--- config.mk ---
export PLATFORM = sky130hd
export DESIGN_NAME = key_search_flat
export DESIGN_NICKNAME = d
export VERILOG_FILES = /design/src/rtl/key_search_pkg.sv /design/src/rtl/key_search_if.sv /design/src/rtl/key_search_valid_char.sv /design/src/rtl/trap_edge.sv /design/src/rtl/key_search.sv /design/src/flat_wrapper.sv
export SDC_FILE = /design/constraint.sdc
export NUM_CORES = 1
export LEC_CHECK = 0
export BUFFER_PORTS_ARGS = -buffer_cell sky130_fd_sc_hd__buf_2
export CAP_MARGIN = 30
export CELL_PAD_IN_SITES_DETAIL_PLACEMENT = 1
export CELL_PAD_IN_SITES_GLOBAL_PLACEMENT = 1
export CORE_MARGIN = 2
export CORE_UTILIZATION = 36
export DETAILED_ROUTE_END_ITERATION = 16
export HOLD_SLACK_MARGIN = 0.03
export PLACE_DENSITY = 0.76
export SLEW_MARGIN = 20
export SYNTH_ARGS = -nofsm -noshare
export SYNTH_HDL_FRONTEND = slang
export SYNTH_SLANG_ARGS = --single-unit
--- constraint.sdc ---
create_clock -name clk -period 2 [get_ports clk]
set_input_delay 0.2 -clock clk [delete_from_list [all_inputs] [get_ports clk]]
set_output_delay 0.2 -clock clk [all_outputs]
set_load 0.01 [all_outputs]
--- src/rtl/key_search_pkg.sv ---
// key_search_pkg: shared types and constants for the brute-force key search controller
package ks_pkg;

    localparam int DEFAULT_KEY_W       = 24;
    localparam int DEFAULT_SEARCH_BITS = 22;

    localparam logic [7:0] CHAR_A     = 8'h61;
    localparam logic [7:0] CHAR_Z     = 8'h7A;
    localparam logic [7:0] CHAR_SPACE = 8'h20;

    typedef enum logic [2:0] {
        IDLE,
        LAUNCH,
        WAIT_DONE,
        RD_WAIT,
        CHECK,
        NEXT_KEY,
        FOUND,
        FAIL
    } ks_state_t;

endpackage

--- src/rtl/key_search_if.sv ---
// key_search_if: key/start/finished handshake and decrypted-RAM read port towards arcfour
interface key_search_if #(
    parameter int KEY_W  = 24,
    parameter int ADDR_W = 5
);

    logic [KEY_W-1:0]  key;
    logic              crack_start;
    logic              crack_finished;
    logic [ADDR_W-1:0] dmem_addr;
    logic [7:0]        dmem_q;

    modport master (
        output key,
        output crack_start,
        output dmem_addr,
        input  crack_finished,
        input  dmem_q
    );

    modport slave (
        input  key,
        input  crack_start,
        input  dmem_addr,
        output crack_finished,
        output dmem_q
    );

endinterface

--- src/rtl/key_search_valid_char.sv ---
// valid_char: classifies a decrypted byte as acceptable plaintext (lowercase; space too with KEY_SEARCH_SPACE_EN)
module valid_char
    import ks_pkg::*;
(
    input  logic [7:0] b,
    output logic       ok
);

    logic lower;

    assign lower = (b >= CHAR_A) && (b <= CHAR_Z);

`ifdef KEY_SEARCH_SPACE_EN
    assign ok = lower || (b == CHAR_SPACE);
`else
    assign ok = lower;
`endif

endmodule

--- src/rtl/trap_edge.sv ---
// trap_edge: single-cycle rising-edge detector for a level input
module trap_edge (
    input  logic clk,
    input  logic reset,
    input  logic sig,
    output logic rise
);

    logic prev_q;

    // remember last cycle's level so a level already high never counts as an edge
    always_ff @(posedge clk or negedge reset) begin
        if (!reset) prev_q <= 1'b0;
        else        prev_q <= sig;
    end

    assign rise = sig & ~prev_q;

endmodule

--- src/rtl/key_search.sv ---
// key_search: brute-force key controller that drives arcfour and validates the decrypted message
module key_search
    import ks_pkg::*;
#(
    parameter int KEY_W       = DEFAULT_KEY_W,
    parameter int SEARCH_BITS = DEFAULT_SEARCH_BITS,
    parameter int MSG_LEN     = 32,
    parameter int ADDR_W      = 5
) (
    input  logic                   clk,
    input  logic                   reset,
    input  logic                   start_sig,
    input  logic [SEARCH_BITS-1:0] key_first,
    input  logic [SEARCH_BITS-1:0] key_last,
    key_search_if.master           bus,
    output logic                   busy,
    output logic                   found,
    output logic                   exhausted
);

    localparam logic [ADDR_W-1:0] LAST_ADDR = ADDR_W'(MSG_LEN - 1);

    ks_state_t              state_q, state_d;
    logic [SEARCH_BITS-1:0] key_q, key_d;
    logic [SEARCH_BITS-1:0] last_q, last_d;
    logic [ADDR_W-1:0]      addr_q, addr_d;
    logic                   start_q, start_d;
    logic                   busy_q, busy_d;
    logic                   found_q, found_d;
    logic                   exh_q, exh_d;
    logic                   fin_rise;
    logic                   byte_ok;

    trap_edge u_fin_edge (
        .clk   (clk),
        .reset (reset),
        .sig   (bus.crack_finished),
        .rise  (fin_rise)
    );

    valid_char u_valid_char (
        .b  (bus.dmem_q),
        .ok (byte_ok)
    );

    // next-state and next-output logic of the search sequencer
    always_comb begin
        state_d = state_q;
        key_d   = key_q;
        last_d  = last_q;
        addr_d  = addr_q;
        start_d = 1'b0;
        busy_d  = busy_q;
        found_d = found_q;
        exh_d   = exh_q;
        case (state_q)
            IDLE: begin
                if (start_sig) begin
                    key_d   = key_first;
                    last_d  = key_last;
                    found_d = 1'b0;
                    exh_d   = 1'b0;
                    if (key_first > key_last) begin
                        state_d = FAIL;
                    end else begin
                        busy_d  = 1'b1;
                        start_d = 1'b1;
                        state_d = LAUNCH;
                    end
                end
            end
            LAUNCH:    state_d = WAIT_DONE;
            WAIT_DONE: begin
                if (fin_rise) begin
                    addr_d  = '0;
                    state_d = RD_WAIT;
                end
            end
            RD_WAIT:   state_d = CHECK;
            CHECK: begin
                if (!byte_ok) begin
                    state_d = NEXT_KEY;
                end else if (addr_q == LAST_ADDR) begin
                    state_d = FOUND;
                end else begin
                    addr_d  = addr_q + 1'b1;
                    state_d = RD_WAIT;
                end
            end
            NEXT_KEY: begin
                if (key_q == last_q) begin
                    state_d = FAIL;
                end else begin
                    key_d   = key_q + 1'b1;
                    start_d = 1'b1;
                    state_d = LAUNCH;
                end
            end
            FOUND: begin
                found_d = 1'b1;
                busy_d  = 1'b0;
                state_d = IDLE;
            end
            FAIL: begin
                exh_d   = 1'b1;
                busy_d  = 1'b0;
                state_d = IDLE;
            end
            default: state_d = IDLE;
        endcase
    end

    // state and registered outputs; reset aborts any search without emitting a pulse
    always_ff @(posedge clk or negedge reset) begin
        if (!reset) begin
            state_q <= IDLE;
            key_q   <= '0;
            last_q  <= '0;
            addr_q  <= '0;
            start_q <= 1'b0;
            busy_q  <= 1'b0;
            found_q <= 1'b0;
            exh_q   <= 1'b0;
        end else begin
            state_q <= state_d;
            key_q   <= key_d;
            last_q  <= last_d;
            addr_q  <= addr_d;
            start_q <= start_d;
            busy_q  <= busy_d;
            found_q <= found_d;
            exh_q   <= exh_d;
        end
    end

    assign bus.key         = KEY_W'(key_q);
    assign bus.crack_start = start_q;
    assign bus.dmem_addr   = addr_q;
    assign busy            = busy_q;
    assign found           = found_q;
    assign exhausted       = exh_q;

endmodule

--- src/flat_wrapper.sv ---
// flat-port wrapper written by rule: the top's interface ports become plain ports
module key_search_flat import ks_pkg::*;
#(
    parameter int KEY_W       = DEFAULT_KEY_W,
    parameter int SEARCH_BITS = DEFAULT_SEARCH_BITS,
    parameter int MSG_LEN     = 32,
    parameter int ADDR_W      = 5
)
  (clk, reset, start_sig, key_first, key_last, busy, found, exhausted, bus_key, bus_crack_start, bus_dmem_addr, bus_crack_finished, bus_dmem_q);
  key_search_if #(.KEY_W(KEY_W), .ADDR_W(ADDR_W)) bus_i ();
  input  logic clk;
  input  logic reset;
  input  logic start_sig;
  input  logic [SEARCH_BITS-1:0] key_first;
  input  logic [SEARCH_BITS-1:0] key_last;
  output logic busy;
  output logic found;
  output logic exhausted;
  output wire logic [$bits(bus_i.key)-1:0] bus_key;
  output wire logic [$bits(bus_i.crack_start)-1:0] bus_crack_start;
  output wire logic [$bits(bus_i.dmem_addr)-1:0] bus_dmem_addr;
  input wire logic [$bits(bus_i.crack_finished)-1:0] bus_crack_finished;
  input wire logic [$bits(bus_i.dmem_q)-1:0] bus_dmem_q;
  assign bus_key = bus_i.key;
  assign bus_crack_start = bus_i.crack_start;
  assign bus_dmem_addr = bus_i.dmem_addr;
  assign bus_i.crack_finished = bus_crack_finished;
  assign bus_i.dmem_q = bus_dmem_q;
  key_search #(.KEY_W(KEY_W), .SEARCH_BITS(SEARCH_BITS), .MSG_LEN(MSG_LEN), .ADDR_W(ADDR_W)) u_core (.clk(clk), .reset(reset), .start_sig(start_sig), .key_first(key_first), .key_last(key_last), .bus(bus_i), .busy(busy), .found(found), .exhausted(exhausted));
endmodule
**Yosys cells after proc, flatten, opt, wreduce, memory -nomap -nowiden**

Cells that the tools add are included.

- Register bits after elaboration: 57
- Logic and storage cells: 70
- Bits of input ports: 56
- Output and inout bits: 33

- Reductions and logical operators: 15
- Bitwise operators: 2
- $lt $le $gt $ge: 3
- Equal/unequal tests: 15
- Mux-type cells: 24
- Add/sub/neg operators: 2

Operators by type and width:

| cell | count |
|---|---|
| two-way mux 22 bit | 2 |
| case mux 22 bit (2 select lines) | 1 |
| adder 22 x 1 -> 22 bit (second input constant) | 1 |
| == test 22 bit | 1 |
| > comparator 22 bit | 1 |
| case mux 3 bit (7 select lines) | 1 |
| two-way mux 3 bit | 6 |
| two-way mux 5 bit | 3 |
| == test 3 bit (second input constant) | 4 |
| case mux 5 bit (2 select lines) | 1 |
| nonzero test 2 bit | 5 |
| greater-or-equal comparator 8 x 7 -> 1 bit (second input constant) | 1 |
| <= comparator 8 x 7 -> 1 bit (second input constant) | 1 |
| != test 2 bit (second input constant) | 4 |
| case mux 1 bit (2 select lines) | 4 |
| AND reduction 2 bit | 4 |
| == test 3 x 2 -> 1 bit (second input constant) | 2 |
| two-way mux 1 bit | 6 |
| AND reduction 3 bit | 2 |
| adder 5 x 1 -> 5 bit (second input constant) | 1 |
| == test 5 bit (second input constant) | 1 |
| != test 2 x 1 -> 1 bit (second input constant) | 2 |
| AND reduction 4 bit | 1 |
| == test 3 x 1 -> 1 bit (second input constant) | 1 |
| other kinds (5) | 5 |

**Depth between registers and ports, before layout**

Gate-level depths: netlist of the first run.

- Word-level depth: 4
- Gate-level depth with buffers: 9
- Mapped depth without buffers: 8

**Cells and area by module**

Synthesis of the first run repeated with hierarchy kept, for this count alone.

- Cells, all modules: 433
- Area total of the unflattened synthesis: 3761.1 µm²

Modules (own cells, without submodules):

| module | times used | cells each | area each (µm²) | sequential area each (µm²) |
|---|---|---|---|---|
| key_search | 1 | 425 | 3688.5 | 1401.3 |
| trap_edge | 1 | 2 | 38.8 | 25.0 |
| valid_char | 1 | 6 | 33.8 | 0.0 |

**Worst setup path before layout of the first run**

Ideal clock, no wire load.

- Path kind: flip-flop to flip-flop
- From: register u_core.addr_q[0], in the netlist u_core.bus.dmem_addr[0]
- To: register u_core.addr_q[3], in the netlist u_core.bus.dmem_addr[3]
- Clock period less this slack: 1.965 ns
- Setup slack: 0.035 ns
- Arrival time: 1.833 ns
- Buffers on the path: 0
- Cell stages (with the launch flop): 9
- Data required time: 1.868 ns
- Cell sequence: dfrtp_1 > ha_1 > and3_1 > ha_1 > nand3b_1 > nor3_1 > nand4_1 > xor2_1 > nor2_1

- Longest elaborated chain between the ends: 4
- Elaborated cells on any way between the ends: 7
- Those cells by class: add/sub: 1; eq/ne: 2; mux: 3; reduce/logical: 1

RTL lines:

| item | RTL line | text |
|---|---|---|
| start: declaration | key_search.sv:26 | `logic [ADDR_W-1:0] addr_q, addr_d;` |
| start signal: assignment | key_search.sv:128 | `addr_q <= addr_d;` |
| adder 5 x 1 -> 5 bit | key_search.sv:86 | `addr_d = addr_q + 1'b1;` |
| two-way mux 5 bit | key_search.sv:83 | `end else if (addr_q == LAST_ADDR) begin` |
| two-way mux 5 bit | key_search.sv:81 | `if (!byte_ok) begin` |
| case mux 5 bit (2 select lines) | key_search.sv:56 | `case (state_q)` |

Several ways; a longest one is shown, not always the timed one. The select of a mux whose other input is x is not followed.
A chain may end at the register's enable or synchronous reset.

**Worst setup path in the final report of the first run**

- From: register u_core.last_q[15]
- To: register u_core.key_q[3]

- Longest elaborated chain between the ends: 3

RTL lines:

| item | RTL line | text |
|---|---|---|
| start: declaration | key_search.sv:25 | `logic [SEARCH_BITS-1:0] last_q, last_d;` |
| start signal: assignment | key_search.sv:127 | `last_q <= last_d;` |
| == test 22 bit | key_search.sv:91 | `if (key_q == last_q) begin` |
| != test 2 bit (no line) | n/a |  |
| AND reduction 3 bit (no line) | n/a |  |
| end signal: assignment | key_search.sv:126 | `key_q <= key_d;` |
| end: declaration | key_search.sv:24 | `logic [SEARCH_BITS-1:0] key_q, key_d;` |

No other way between the ends.

==> key figures, run 1 <==
Timing
  – Hold Fails Final Rpt: 0
  – Final min period: 2.03 ns
  – # setup viols final: 3
  – Final worst path period share: 1.02
  – Max Clock Skew: 0.00885 ns
  – FMAX: 492 MHz
  – Slew Limit Headroom: 0.508
  – RSZ-0062 raised after global routing: yes
  – Slew @ Worst Pin: 0.739 ns
  – Setup WS post-layout: -0.0312 ns
  – Max-slew violation count: 0

Global routing
  – Global-route wire length before repair: roughly 20 mm
  – Total gr overflow: 0
  – Largest net degree at the start of global routing: slightly below 70
  – GRT Overall Usage: 0.231
  – Vias in the first global route: between 4000 and 5000
  – Initial antenna violation count: 0

Clock tree
  – Skew-Pair Late Insertion Delay: 0.34 ns
  – Total CTS buffers: 9
  – CTS root buffer: clkbuf_8
  – H-tree depth: 3
  – CTS sink cnt: 57
  – CTS tree: done
  – Clock slew at reported path FFs: approximately 0.070 ns
  – Clock buffer depth: 2

Detailed routing
  – 1st-pass router iterations: 4
  – DRC viols: 0
  – Routed via count: approximately 3800
  – Via density: 5.37
  – Initial DRC Count: 172
  – WL/cell: approximately 18 µm
  – Post-Route WL: approximately 13 mm
  – Antenna Nets Post-Route: 0

Synthesis
  – Post-synthesis cell count: about 430
  – Netlist cell types: 62
  – Synth area leaders: dfrtp_1 (38%), ha_1 (8.4%), nand2_1 (7.3%), xor2_1 (5.4%), o21ai_0 (3.8%)
  – YS warnings: 0
  – Dominant register cell in the synthesized netlist: dfrtp_1
  – EDFF count, synth: 0
  – Post-synth top area share: 0.383
  – Area leader, netlist: dfrtp_1
  – FF+latch count, synth: 57
  – Mapped Area: 3720 µm²
  – Average cell area after synthesis: 8.74 µm²
  – Post-synthesis sequential area ratio: 0.383
  – Async S/R FF share, synth: 1.00

Place
  – Area of placed instances: 4570 µm²
  – Port Buffer Count: 86
  – Final Wtd Congestion: between 0.8 and 0.9
  – Placement Setup Slack: -0.309 ns
  – Dpl hpwl: 9.61 mm

Worst hold path
  – Worst Hold Class: primary input to register

Cells and area
  – Layout cells sized above 1: 0.322
  – # diodes: 0
  – Reg area: 1430 µm²
  – Commonest non-fill, non-tap cell in the layout: buf_2
  – Fillers: 1253
  – Area growth from synthesis to layout: 32.8%
  – Commonest cells after routing, fill and taps aside: buf_2 (87), nand2_1 (71), dfrtp_1 (56)
  – Nets: 641
  – Fin area: 4950 µm²
  – Area of the multi-input gates: 2150 µm²

Setup path
  – Slack of the worst reg-to-reg path: -0.03 ns
  – Critical path endpoint category: register
  – Kind of critical path: register to register
  – Crit-path max FO: 5
  – Worst setup path start: u_core.last_q[15]
  – Worst EP arrival: between 2 and 2.5 ns
  – Critical Path End: u_core.key_q[3]
  – Reg-to-reg startpoint: u_core.last_q[15]
  – Reg2Reg Depth: 8
  – Startpoint Class: register
  – CP required: 2.25 ns
  – R2R Path End: u_core.key_q[3]

Power and ir drop
  – Pleak: between 2 and 2.5 nW
  – Worst vdd rail ir drop: 0.491 mV
  – Pwr dens: ~1300 nW/µm²

Status
  – Failing checks: negative setup slack
  – Status: complete, but fails checks

Die
  – Die Y-Extent: ~110 µm
  – Die ar.: 11200 µm²
  – Row Count: 37
  – Starting Density: 0.366
  – Core box area: roughly 10000 µm²
  – Die width: 106 µm
  – Io pins: between 80 and 90

Run
  – Maxcap violations: 0
kinds of logic after synthesis:
logic type / after synthesis / share of synthesized area
flops: 57 / 0.383
compound gates: 108 / 0.199
simple gates: 156 / 0.207
xor+xnor: 24 / 0.0585
other cells: 1 / 0.00101
buf+inv: 55 / 0.0682
fa+ha+maj: 25 / 0.0840
critical path: stages, from the launching register on:
cell and delay, ns:
dfrtp_1 0.42, xor2_2 0.19, nor4_2 0.32, nand4_2 0.20, buf_6 0.17, o21ai_4 0.17
buf_6 0.15, nor2_2 0.05, a311oi_2 0.25
timing repair:
item	CTS	global route
setup buffers	2	4
hold endpoints to repair	29	0
gates cloned	0	1
gates resized for setup	4	23
hold buffers	2	0
pin swaps	2	6
endpoints found under the setup margin	14	29
metrics by stage:
stage	total power, mW	std cells	hold slack (ns)	setup TNS, ns	util
floorplan	3.84	427	-0.0956	0	-
global placement	5.13	676	0.298	-0.541	0.449
detailed placement	5.29	676	0.303	-1.65	0.449
CTS	6.45	696	0.0746	-0.359	0.472
global route	7.04	701	0.0866	-1.59	0.486
finish	6.57	701	0.0849	-0.0505	0.486
synth_stat cells, types with 2 or more instances:
master,instances
o21ai_0,28
buf_1,4
or3_1,2
a31oi_1,3
o211ai_1,5
and4_1,3
o311ai_0,11
o311ai_1,2
or4_1,5
nor2_1,24
a211oi_1,2
o221ai_1,2
nand2_1,72
and3_1,4
xor2_1,23
clkbuf_1,8
inv_1,35
buf_6,3
nor2_2,2
dfrtp_1,57
and2_1,2
o22ai_1,4
o21ai_1,3
nand4_1,10
a311oi_1,2
nor4_1,9
o41a_1,2
ha_1,25
nor3_1,3
o31a_1,3
nand3_1,11
buf_4,2
nand3b_1,3
a21oi_1,24
per-layer routing:
metal	up-vias	routed length [µm]	track usage	share of wire
met5	-	0	0	0
met4	0	195	0.0630	0.016
met3	17	652	0.0359	0.052
met2	100	6310	0.401	0.50
met1	1855	5400	0.299	0.43
li1	1793	-	-	-
worst min-delay path by stage:
stage / start / to / depth (start not counted)
detailed placement: reset / u_core.last_q[1] / 1
finish: key_last[0] / u_core.last_q[0] / 3
global route: key_last[0] / u_core.last_q[0] / 3
floorplan: reset / u_core.bus.crack_start / 0
global placement: reset / u_core.last_q[7] / 1
CTS: key_last[0] / u_core.last_q[0] / 3
flip-flops by register name, indices dropped and copies added, names as in the netlist:
name	cells
u_core.key_q	22
u_core.last_q	22
u_core.bus.dmem_addr	5
u_core.state_q	3
u_core.bus.crack_start	1
u_core.busy	1
u_core.exhausted	1
u_core.found	1
u_core.u_fin_edge.prev_q	1
final cells by class:
cell class                 instances  share of cell area
inverter                          36              0.0273
multi-input combinational        315               0.435
clock inverter                     3             0.00810
tap                              136              0.0344
sequential                        57               0.289
timing repair buffer             141               0.177
clock buffer                      13              0.0301
report_power, final:
part | internal [mW] | switching [mW]
combinational | 1.41 | 1.96
sequential | 1.66 | 0.446
clock | 0.607 | 0.471
No activity file was read; power rests on OpenSTA's default activity.
==> inputs of run 2 (changes only) <==
==> constraint.sdc (replaced) <==
create_clock -name clk -period 2 [get_ports clk]
set_input_delay 0.4 -clock clk [delete_from_list [all_inputs] [get_ports clk]]
set_output_delay 0.4 -clock clk [all_outputs]
set_load 0.01 [all_outputs]
==> run 2 against run 1 <==
Effect of this change: the flow still finishes with violations (negative setup slack); non-clock buffer count rose by 14; sequential share of layout area down 1.1 points; critical path depth is the same; count of clock-buffer cells in the layout fell by 2; register-to-register slack about the same; fmax up 0.33%; final area rose by 4.0%; final cell count is 2.0% higher; clock power up 26%; power increased by 4.6%; sequential cell count is the same; largest cell class unchanged.
==> key figures, run 2 (synthesized netlist as in run 1, its figures left out) <==
Status
  – Status: complete, but fails checks
  – Failing checks: negative setup slack

Die
  – Die ar.: 11200 µm² (unchanged)
  – Die Y-Extent: 106 µm (unchanged)
  – Starting Density: 0.366 (unchanged)
  – Core box area: 10200 µm² (unchanged)
  – Row Count: 37 (unchanged)
  – Die width: 106 µm (unchanged)
  – Io pins: 89 (unchanged)

Detailed routing
  – Via density: 5.43 (+1.1%)
  – Antenna Nets Post-Route: 0 (unchanged)
  – Top layer in use: met4
  – Initial DRC Count: 196 (+14%)
  – Routed via count: 3883 (+3.1%)
  – DRC viols: 0 (unchanged)
  – Met1 WL: 5.30 mm (-1.9%)
  – WL/cell: 18.1 µm (+1.2%)
  – WL met2: 6.44 mm (+2.0%)
  – Met3 wire len: 840 µm (+29%)
  – 1st-pass router iterations: 4 (unchanged)
  – Post-Route WL: 13.0 mm (+3.2%)

Timing
  – Max-slew violation count: 0 (unchanged)
  – Max Clock Skew: 0.00811 ns (-0.000744 ns)
  – Final min period: 2.02 ns (-0.00673 ns)
  – Setup WS post-layout: -0.0245 ns (+0.00673 ns)
  – TNS Setup: -0.0245 ns (+0.0260 ns)
  – # setup viols final: 1 (-2)
  – FMAX: 494 MHz (+0.33%)
  – Hold Fails Final Rpt: 0 (unchanged)
  – Final worst path period share: 1.01 (-0.00337)
  – RSZ-0062 raised after global routing: yes
  – Worst hold margin: 0.0344 ns (-0.0506 ns)

Power and ir drop
  – Worst vdd rail ir drop: 0.485 mV (-1.1%)
  – Pleak: 2.52 nW (+4.7%)
  – Pwr dens: 1340 nW/µm² (+0.58%)

Setup path
  – Reg-to-reg startpoint: u_core.last_q[19]
  – Max incr delay on CP: 0.39 ns (-0.03 ns)
  – Crit-path max FO: 15 (+10)
  – Kind of critical path: register to register
  – Startpoint Class: register
  – Worst EP arrival: 2.28 ns (about the same)
  – Max stage delay cell, worst path: dfrtp_1
  – Critical path endpoint category: register
  – CP required: 2.26 ns (about the same)
  – CP cell instances: xor2_1, nor4_2, nand4_2, buf_6, o21ai_4, buf_12, nor2_2, a311oi_2
  – Worst setup path start: u_core.last_q[19]

Cells and area
  – Fillers: 1260 (+0.56%)
  – Area growth from synthesis to layout: 38.2%
  – # diodes: 0 (unchanged)
  – Nets: 655 (+2.2%)
  – Commonest non-fill, non-tap cell in the layout: buf_2
  – Layout cells sized above 1: 0.349 (+0.0268)
  – Post-route insts no fill: 715 (+2.0%)
  – Commonest cells after routing, fill and taps aside: buf_2 (86), nand2_1 (70), buf_4 (64)

Clock tree
  – CTS sink cnt: 57 (unchanged)
  – Total CTS buffers: 9 (unchanged)
  – Hold Buf Count CTS: 0 (-2)
  – Skew-Pair Late Insertion Delay: 0.35 ns (about the same)
  – Clock slew at reported path FFs: 0.07 ns (about the same)
  – CTS root buffer: clkbuf_8
  – Clock buffer depth: 2 (unchanged)
  – H-tree depth: 3 (unchanged)
  – CTS tree: done

Global routing
  – Largest net degree at the start of global routing: 68 (unchanged)
  – Initial antenna violation count: 0 (unchanged)
  – Vias in the first global route: 4166 (+2.9%)
  – Total gr overflow: 0 (unchanged)
  – GRT Overall Usage: 0.238 (+0.00637)
  – Global-route wire length before repair: 20.7 mm (+1.8%)

Place
  – Dpl hpwl: 9.46 mm (-1.6%)
  – # placed instances: 694 (+2.7%)
  – Port Buffer Count: 86 (unchanged)
  – Final Wtd Congestion: 0.843 (-1.5%)

Run
  – Maxcap violations: 0 (unchanged)

Worst hold path
  – Worst Hold Class: primary input to async pin
[run 2: report_power, final]
group / switching (mW) / total [mW] / internal (mW)
clock network: 0.497 / 1.36 / 0.860
logic: 1.98 / 3.39 / 1.41
registers: 0.460 / 2.12 / 1.66
total: 2.94 / 6.87 / 3.93
[run 2: layer usage]
layer	vias up	track usage
met5	-	0
met4	0	0.0940
met3	28	0.0662
met2	116	0.405
met1	1921	0.283
li1	1818	-
[run 2: stage by stage]
step	util	worst slack, ns	cell area, µm²	power (mW)
CTS	0.497	-0.00643	5060	6.80
floorplan	-	0.0351	3730	3.84
finish	0.505	-0.0245	5140	6.87
global placement	0.464	-0.499	4730	5.12
detailed placement	0.464	-0.452	4730	5.28
global route	0.505	-0.123	5140	7.36
[run 2: critical path: cells and delay by family, from the launching register on]
kind	cells	cell delay (ns)
buf+inv	2	0.34
compound gates	2	0.42
simple gates	3	0.57
flops	1	0.39
xor+xnor	1	0.20
[run 2: repair_timing]
| item | CTS | global route |
|---|---|---|
| gates resized for setup | 13 | 17 |
| endpoints found under the hold margin | 0 | 0 |
| endpoints found under the setup margin | 24 | 26 |
| setup buffers | 2 | 3 |
| pin swaps | 5 | 9 |
[run 2: path summary, 6_finish.rpt]
check	slack (ns)	to	depth (start not counted)
worst max-delay path	-0.02	u_core.key_q[3]	8
worst max register to register	-0.02	u_core.key_q[3]	8
worst min register to register	0.51	u_core.last_q[0]	2
min in group clk	0.17	u_core.u_fin_edge.prev_q	1
max in group asynchronous	1.69	u_core.state_q[1]	2
worst min-delay path	0.03	u_core.last_q[5]	2
[run 2: area by class of cell]
class | instances | area, µm² | share of cell area
Multi-Input combinational cell | 315 | 2170 | 0.423
Sequential cell | 57 | 1430 | 0.277
Clock inverter | 5 | 103 | 0.0199
Clock buffer | 11 | 141 | 0.0275
Inverter | 36 | 135 | 0.0263
Tap cell | 136 | 170 | 0.0331
Timing Repair Buffer | 155 | 993 | 0.193
